==> src/rtl/rr_arb_mux.sv <==
// rr_arb_mux: registered CH-channel valid/ready merge with round-robin or fixed-priority
// arbitration and packet locking on per-channel last flags.
module rr_arb_mux #(
  parameter int N = 64,
  parameter int CH = 4,
  localparam int SW = (CH > 1) ? $clog2(CH) : 1
) (
  input  logic            clk,
  input  logic            rst_n,
  input  logic            mode,
  input  logic [CH-1:0]   in_valid,
  input  logic [CH-1:0]   in_last,
  input  logic [CH*N-1:0] in_data,
  output logic [CH-1:0]   in_ready,
  output logic            out_valid,
  input  logic            out_ready,
  output logic [N-1:0]    out_data,
  output logic [SW-1:0]   out_chan,
  output logic            out_last,
  output logic            locked
);
  typedef enum logic {UNLOCKED, LOCKED} lock_e;
  lock_e         state_q, state_d;
  logic [SW-1:0] lock_chan_q, lock_chan_d, ptr_q, ptr_d, out_chan_q, out_chan_d;
  logic [SW-1:0] gnt, lo, hi;
  logic          gnt_vld, lo_v, hi_v, load, xfer, sel_last;
  logic [N-1:0]  sel_data, out_data_q, out_data_d;
  logic          out_valid_q, out_valid_d, out_last_q, out_last_d;
  assign load = ~out_valid_q | out_ready;
  // lo: lowest valid overall; hi: lowest valid at or above ptr, so RR falls back to lo on wrap
  always_comb begin
    lo = '0;
    hi = '0;
    lo_v = 1'b0;
    hi_v = 1'b0;
    for (int i = CH - 1; i >= 0; i--) begin
      if (in_valid[i]) begin
        lo = SW'(i);
        lo_v = 1'b1;
      end
      if (in_valid[i] && i >= int'(ptr_q)) begin
        hi = SW'(i);
        hi_v = 1'b1;
      end
    end
    gnt = (state_q == LOCKED) ? lock_chan_q : (mode | ~hi_v) ? lo : hi;
    gnt_vld = (state_q == LOCKED) ? in_valid[lock_chan_q] : lo_v;
    sel_data = '0;
    sel_last = 1'b0;
    for (int i = 0; i < CH; i++) begin
      if (gnt == SW'(i)) begin
        sel_data = in_data[i*N +: N];
        sel_last = in_last[i];
      end
    end
    xfer = load & gnt_vld;
    in_ready = (xfer & rst_n) ? CH'(1) << gnt : '0;
    out_valid_d = load ? gnt_vld : out_valid_q;
    out_data_d = xfer ? sel_data : out_data_q;
    out_chan_d = xfer ? gnt : out_chan_q;
    out_last_d = xfer ? sel_last : out_last_q;
    state_d = xfer ? (sel_last ? UNLOCKED : LOCKED) : state_q;
    lock_chan_d = xfer ? gnt : lock_chan_q;
    ptr_d = (xfer & sel_last & ~mode) ? ((gnt == SW'(CH - 1)) ? '0 : gnt + SW'(1)) : ptr_q;
  end
  always_ff @(posedge clk or negedge rst_n) begin
    if (!rst_n) begin
      out_valid_q <= 1'b0;
      out_data_q <= '0;
      out_chan_q <= '0;
      out_last_q <= 1'b0;
      state_q <= UNLOCKED;
      lock_chan_q <= '0;
      ptr_q <= '0;
    end else begin
      out_valid_q <= out_valid_d;
      out_data_q <= out_data_d;
      out_chan_q <= out_chan_d;
      out_last_q <= out_last_d;
      state_q <= state_d;
      lock_chan_q <= lock_chan_d;
      ptr_q <= ptr_d;
    end
  end
  assign out_valid = out_valid_q;
  assign out_data = out_data_q;
  assign out_chan = out_chan_q;
  assign out_last = out_last_q;
  assign locked = (state_q == LOCKED);
endmodule

==> config.mk <==
export PLATFORM = sky130hd
export DESIGN_NAME = rr_arb_mux
export DESIGN_NICKNAME = d
export VERILOG_FILES = /design/src/rtl/rr_arb_mux.sv
export SDC_FILE = /design/constraint.sdc
export NUM_CORES = 1
export LEC_CHECK = 0
export CAP_MARGIN = 20
export CORE_MARGIN = 4
export CORE_UTILIZATION = 33
export DETAILED_ROUTE_END_ITERATION = 16
export GPL_ROUTABILITY_DRIVEN = 1
export PLACE_DENSITY = 0.75
export SLEW_MARGIN = 0
export SYNTH_ARGS = -nofsm -noshare
export SYNTH_HDL_FRONTEND = slang
export SYNTH_SLANG_ARGS = --single-unit
==> constraint.sdc <==
create_clock -name clk -period 3.41 [get_ports clk]
set_input_delay 0.682 -clock clk [delete_from_list [all_inputs] [get_ports clk]]
set_output_delay 0.682 -clock clk [all_outputs]
set_load 0.02 [all_outputs]
# Word-level counts from Yosys, hierarchy flattened
# Cells that the tools add are included.
# word_totals
reg_bits	71
input_bits	268
output_inout_bits	73
elab_cells	58
# classes
add_sub_neg	1
magnitude_cmp	4
n_eq_ne	3
n_shift	1
mux	30
bitwise_logic	9
reduce_logical	4
# ops
operator	count
64-bit two-way mux	4
2-bit two-way mux	10
1-bit two-way mux	14
1-bit AND	4
2-bit == test, second input constant	2
1-bit by 2-bit greater-or-equal comparator with 1-bit output, first input constant	2
4-bit two-way mux	1
1-bit by 2-bit << shifter with 4-bit output, first input constant	1
1-bit logical AND	3
2-bit by 3-bit < comparator with 1-bit output, second input constant	1
1-bit NOT	3
2-bit by 1-bit adder with 2-bit output, second input constant	1
1-bit binary-select mux with 2-bit select	1
2-bit by 1-bit == test with 1-bit output, second input constant	1
2-bit greater-or-equal comparator, first input constant	1
2-bit logical NOT	1
1-bit OR	2

# Depth between registers and ports, before layout
# logic_depth
word_depth	16
ltp_mapped	11
depth_no_buf	9

# Least setup slack after synthesis
# Ideal clock, no wire load.
# synth_timing
kind	input to output
from	input port in_valid[3]
to	output port in_ready[3]
arrival_time_ps	2786
t_required_ps	2728
path_slack_ps	-58
path_stages	9
path_buffers	3
cell_sequence	and3b_1 -> or2_2 -> a221o_1 -> nand2_1 -> ha_1 -> clkbuf_1 -> clkbuf_1 -> clkbuf_1 -> and3_1
# synth_via
elab_chain_len	10
elab_cells_between_ends	25
classes_between	shift (1); mux (20); bitwise (4)
# synth_rtl
element	line_no	source
start, declared	11	input logic [CH-1:0] in_valid,
1-bit two-way mux (4 in series)	41	if (in_valid[i] && i >= int'(ptr_q)) begin
1-bit NOT	46	gnt = (state_q == LOCKED) ? lock_chan_q : (mode | ~hi_v) ? lo : hi;
1-bit OR	46	
2-bit two-way mux * (2 in series)	46	
named net gnt[0]	25	logic [SW-1:0] gnt, lo, hi;
1-bit by 2-bit << shifter with 4-bit output *	57	in_ready = (xfer & rst_n) ? CH'(1) << gnt : '0;
4-bit two-way mux *	57	
end, declared	14	output logic [CH-1:0] in_ready,
# Mark *: on every way through the listed nets, which the timed path passes. The rest lies on a longest branch. The select of a mux whose other input is x is not followed.

# Final worst setup path
# layout_timing
from	input port mode
to	register out_data_q[31] (netlist: out_data[31])
# layout_via
elab_chain_len	8
elab_cells_between_ends	11
classes_between	eq/ne (3); mux (6); bitwise (1); reduce/logical (1)
# layout_rtl
element	line_no	source
start, declared	10	input logic mode,
1-bit OR *	46	
2-bit two-way mux * (2 in series)	46	
2-bit logical NOT	51	if (gnt == SW'(i)) begin
64-bit two-way mux (3 in series)	51	
64-bit two-way mux *	51	
end signal, assigned	77	out_data_q <= out_data_d;
end, declared	27	logic [N-1:0] sel_data, out_data_q, out_data_d;
# Mark *: on every way between the ends. The rest lies on a longest branch, timed or not.
# A chain may end at the register's enable or synchronous reset.

==> metrics.txt <==
# TYPE chip_impl_metric gauge
chip_impl_metric{name="grtUsageTotal",unit=""} 0.212
chip_impl_metric{name="ctsHtreeMaxLevel",unit=""} 3
chip_impl_metric{name="ios",unit=""} 341
chip_impl_metric{name="drtPass1Iterations",unit=""} 5
chip_impl_info{name="timing.critical_path.to_type",value="flip-flop"} 1
chip_impl_metric{name="globalplace.congestion",unit=""} 0.937
chip_impl_metric{name="p_total",unit="mW"} 8.96
chip_impl_metric{name="wire_per_inst",unit="µm"} 19.0
chip_impl_metric{name="worst_pin_slew",unit="ns"} 0.691
chip_impl_metric{name="synthAdderAreaFrac",unit=""} 0.00978
chip_impl_info{name="synthFlopType",value="sky130_fd_sc_hd__dfrtp_1"} 1
chip_impl_metric{name="cellPowerDensity",unit="mW/mm²"} 969
chip_impl_metric{name="post_synth_xor_area_fraction",unit=""} 0
chip_impl_metric{name="final.period_utilization",unit=""} 0.986
chip_impl_info{name="timing.hold.worst.class",value="in2async"} 1
chip_impl_metric{name="share_of_the_yosys_chip_area_belonging_to_registers",unit=""} 0.347
chip_impl_metric{name="cp_max_fo",unit=""} 29
chip_impl_metric{name="ant_nets",unit=""} 0
chip_impl_metric{name="yosysWarningCount",unit=""} 0
chip_impl_metric{name="area_growth_syn_to_layout",unit="%"} 80.7
chip_impl_metric{name="final_core_utilization",unit=""} 0.608
chip_impl_metric{name="fmaxAchievable",unit="GHz"} 0.297
chip_impl_metric{name="floorplan.initialDensity",unit=""} 0.336
chip_impl_metric{name="total_leakage_power",unit="nW"} 3.69
chip_impl_metric{name="maxSlewViolCount",unit=""} 0
chip_impl_metric{name="die_area",unit="mm²"} 0.0176
chip_impl_info{name="worst_setup_path_start_kind",value="input port"} 1
chip_impl_metric{name="initial_antenna_violation_count",unit=""} 0
chip_impl_metric{name="wl",unit="µm"} 19500
chip_impl_metric{name="synth-edff-count",unit=""} 0
chip_impl_metric{name="fillers",unit=""} 1218
chip_impl_metric{name="synth_simple_gate_area_share",unit=""} 0.153
chip_impl_info{name="critPathKind",value="in2reg"} 1
chip_impl_metric{name="clk_transition_reported_paths",unit="ns"} 0.06
chip_impl_info{name="synth.area.top_cells",value="sky130_fd_sc_hd__dfrtp_1, sky130_fd_sc_hd__mux2_4, sky130_fd_sc_hd__a221oi_1"} 1
chip_impl_metric{name="setup_viol",unit=""} 0
chip_impl_metric{name="grt_max_degree",unit=""} 77
chip_impl_metric{name="post_synthesis_instance_total",unit=""} 499
chip_impl_metric{name="final-instance-count-excl-fill",unit=""} 1025
chip_impl_metric{name="cap_violations",unit=""} 0
chip_impl_metric{name="clock_latency",unit="ns"} 0.33
chip_impl_metric{name="setup_ws",unit="ns"} 0.0486
chip_impl_info{name="cts-root-buf",value="sky130_fd_sc_hd__clkbuf_16"} 1
chip_impl_metric{name="place_ws",unit="ns"} -0.617
chip_impl_metric{name="place.detailed.instances",unit=""} 1009
chip_impl_metric{name="yosysUniqueCellTypes",unit=""} 40
chip_impl_metric{name="number_of_global_route_vias_before_repair",unit=""} 5762
chip_impl_info{name="synth_commonest_cells",value="sky130_fd_sc_hd__dfrtp_1, sky130_fd_sc_hd__nor2b_1, sky130_fd_sc_hd__mux2_4, sky130_fd_sc_hd__nand2_1, sky130_fd_sc_hd__o31ai_1"} 1
chip_impl_metric{name="core.rowCount",unit=""} 45
chip_impl_metric{name="route.vias.total",unit=""} 5500
chip_impl_metric{name="arrival",unit="ns"} 3.58
chip_impl_metric{name="worst_ir_drop_vdd",unit="V"} 0.000604
chip_impl_metric{name="fin_crit",unit="ns"} 3.36
chip_impl_metric{name="clock_tree.buffer_depth",unit=""} 2
chip_impl_metric{name="drive_gt1_frac",unit=""} 0.170
chip_impl_metric{name="dp_hpwl",unit="µm"} 15100
chip_impl_metric{name="synthMuxAreaShare",unit=""} 0.202
chip_impl_metric{name="synth.cell_area",unit="mm²"} 0.00511
chip_impl_metric{name="synth-seq-cells",unit=""} 71
chip_impl_metric{name="skew",unit="ns"} 0.00984
chip_impl_metric{name="numClockSinks",unit=""} 71
chip_impl_info{name="combinational_family_with_the_most_area_after_synthesis",value="compound AO/OA/AOI/OAI gates"} 1
chip_impl_metric{name="finish.net_count",unit=""} 1104
chip_impl_metric{name="floorplan.die.height",unit="µm"} 132
chip_impl_metric{name="antenna-diode-count",unit=""} 0
chip_impl_metric{name="numCtsBuffers",unit=""} 9
chip_impl_metric{name="critPathRequiredTime",unit="ns"} 3.62
chip_impl_metric{name="synth.avg_cell_area",unit="µm²"} 10.3
chip_impl_metric{name="timing.final.hold_violations",unit=""} 0
chip_impl_metric{name="first_iter_violations",unit=""} 288
chip_impl_info{name="tritoncts_clock_tree",value="built"} 1
chip_impl_info{name="yosys.cell_count.top_type",value="sky130_fd_sc_hd__dfrtp_1"} 1
chip_impl_metric{name="fp.dieW",unit="µm"} 132
chip_impl_metric{name="totalNegativeSetupSlack",unit="ns"} 0
chip_impl_metric{name="core_region_area",unit="mm²"} 0.0152
chip_impl_metric{name="gr-total-overflow",unit=""} 0
chip_impl_metric{name="buffer_ports.inserted",unit=""} 340
chip_impl_info{name="yosys.area.top_type",value="sky130_fd_sc_hd__dfrtp_1"} 1
chip_impl_metric{name="reg2reg_setup_slack",unit="ns"} 0.37
chip_impl_metric{name="postSynth.asyncResetShare",unit=""} 1.00
chip_impl_metric{name="syn-num-nets",unit=""} 771
chip_impl_metric{name="timing.slew.headroom",unit=""} 0.539
chip_impl_metric{name="area_share_of_the_largest_cell_type_after_synthesis",unit=""} 0.347
chip_impl_metric{name="drt_drc_violations_left",unit=""} 0
chip_impl_metric{name="grt_pass1_wl",unit="µm"} 30200
chip_impl_metric{name="r2r_worst_path_depth",unit=""} 11
chip_impl_info{name="outcome",value="completed"} 1
chip_impl_metric{name="viasPerCell",unit=""} 5.37
chip_impl_metric{name="synth-compound-area-share",unit=""} 0.238
==> cell type report <==
| class | count | area, µm² | area share |
|---|---|---|---|
| flip-flops and latches | 71 | 1780 | 0.192 |
| multi-input cells | 373 | 3170 | 0.343 |
| repair buffers | 373 | 3700 | 0.400 |
| well taps | 188 | 235 | 0.0254 |
| clock inverters | 7 | 121 | 0.0131 |
| clock buffers | 9 | 225 | 0.0244 |
| inverters | 4 | 15.0 | 0.00162 |
==> placed cells by master, fill, tap and decap left out, drive strengths merged, types with 2 or more instances in the layout <==
master,n
a21oi,2
a221oi,63
a31o,2
and2,2
and3,4
buf,35
bufinv,3
clkbuf,11
clkdlybuf4s50,334
clkinv,4
dfrtp,71
ha,4
inv,4
mux2,67
nand2,65
nand2b,2
nor2,4
nor2b,68
nor3,2
o21ai,5
o31ai,64
==> final timing paths <==
| path | from | to |
|---|---|---|
| worst max-delay path | mode | out_data[31]$_DFFE_PN0P_ |
| worst min-delay path | rst_n | out_chan[1]$_DFFE_PN0P_ |
| worst max register to register | ptr_q[1]$_DFFE_PN0P_ | out_data[31]$_DFFE_PN0P_ |
| worst min register to register | out_data[15]$_DFFE_PN0P_ | out_data[15]$_DFFE_PN0P_ |
| max in group asynchronous | rst_n | out_data[11]$_DFFE_PN0P_ |
| min in group clk | out_data[15]$_DFFE_PN0P_ | out_data[15]$_DFFE_PN0P_ |
==> flip-flops by register name, indices dropped and copies added, names as in the netlist <==
signal     count
out_data      64
out_chan       2
ptr_q          2
locked         1
out_last       1
out_valid      1
==> layer usage <==
| layer | vias up | global-route usage | routed length [µm] |
|---|---|---|---|
| met5 | - | 0 | 0 |
| met4 | 0 | 0.0600 | 405 |
| met3 | 29 | 0.0612 | 1760 |
| met2 | 276 | 0.377 | 9790 |
| met1 | 2636 | 0.248 | 7550 |
| li1 | 2559 | - | - |
==> critical path: stages <==
cell and delay, ns:
sky130_fd_sc_hd__clkdlybuf4s50_1 0.42, sky130_fd_sc_hd__o21bai_1 0.19, sky130_fd_sc_hd__or2_4 0.26, sky130_fd_sc_hd__a221o_1 0.40, sky130_fd_sc_hd__and2_4 0.18, sky130_fd_sc_hd__ha_1 0.20, sky130_fd_sc_hd__buf_4 0.14, sky130_fd_sc_hd__nor2b_4 0.16
sky130_fd_sc_hd__buf_12 0.17, sky130_fd_sc_hd__a221oi_1 0.36, sky130_fd_sc_hd__o31ai_1 0.14, sky130_fd_sc_hd__mux2_4 0.27
==> stage by stage <==
step                      instance area (µm²)  hold slack (ns)
after detailed placement                 8850            0.492
final                                    9250            0.411
after CTS                                9210            0.419
after floorplan                          5120            0.386
after global placement                   8850            0.493
after global routing                     9250            0.456
==> power breakdown <==
group          leakage, nW  internal [mW]  switching, mW
logic                 2.65           3.39           2.94
clock network        0.170          0.717          0.360
registers            0.875           1.29          0.274
total                 3.69           5.39           3.57
==> cell families after synthesis <==
logic type | after synthesis
simple gates | 151
compound gates | 149
flops | 71
mux | 69
buf+inv | 55
fa+ha+maj | 4
==> what timing repair did <==
action / in CTS / in global routing
buffers inserted: 0 / 0
endpoints found under the hold margin: 0 / 0
resized for setup: 13 / 14
setup endpoints to repair: 70 / 44
hold buffers: 0 / 0
pin swaps: 1 / 1
(Power assumes the default switching activity.)
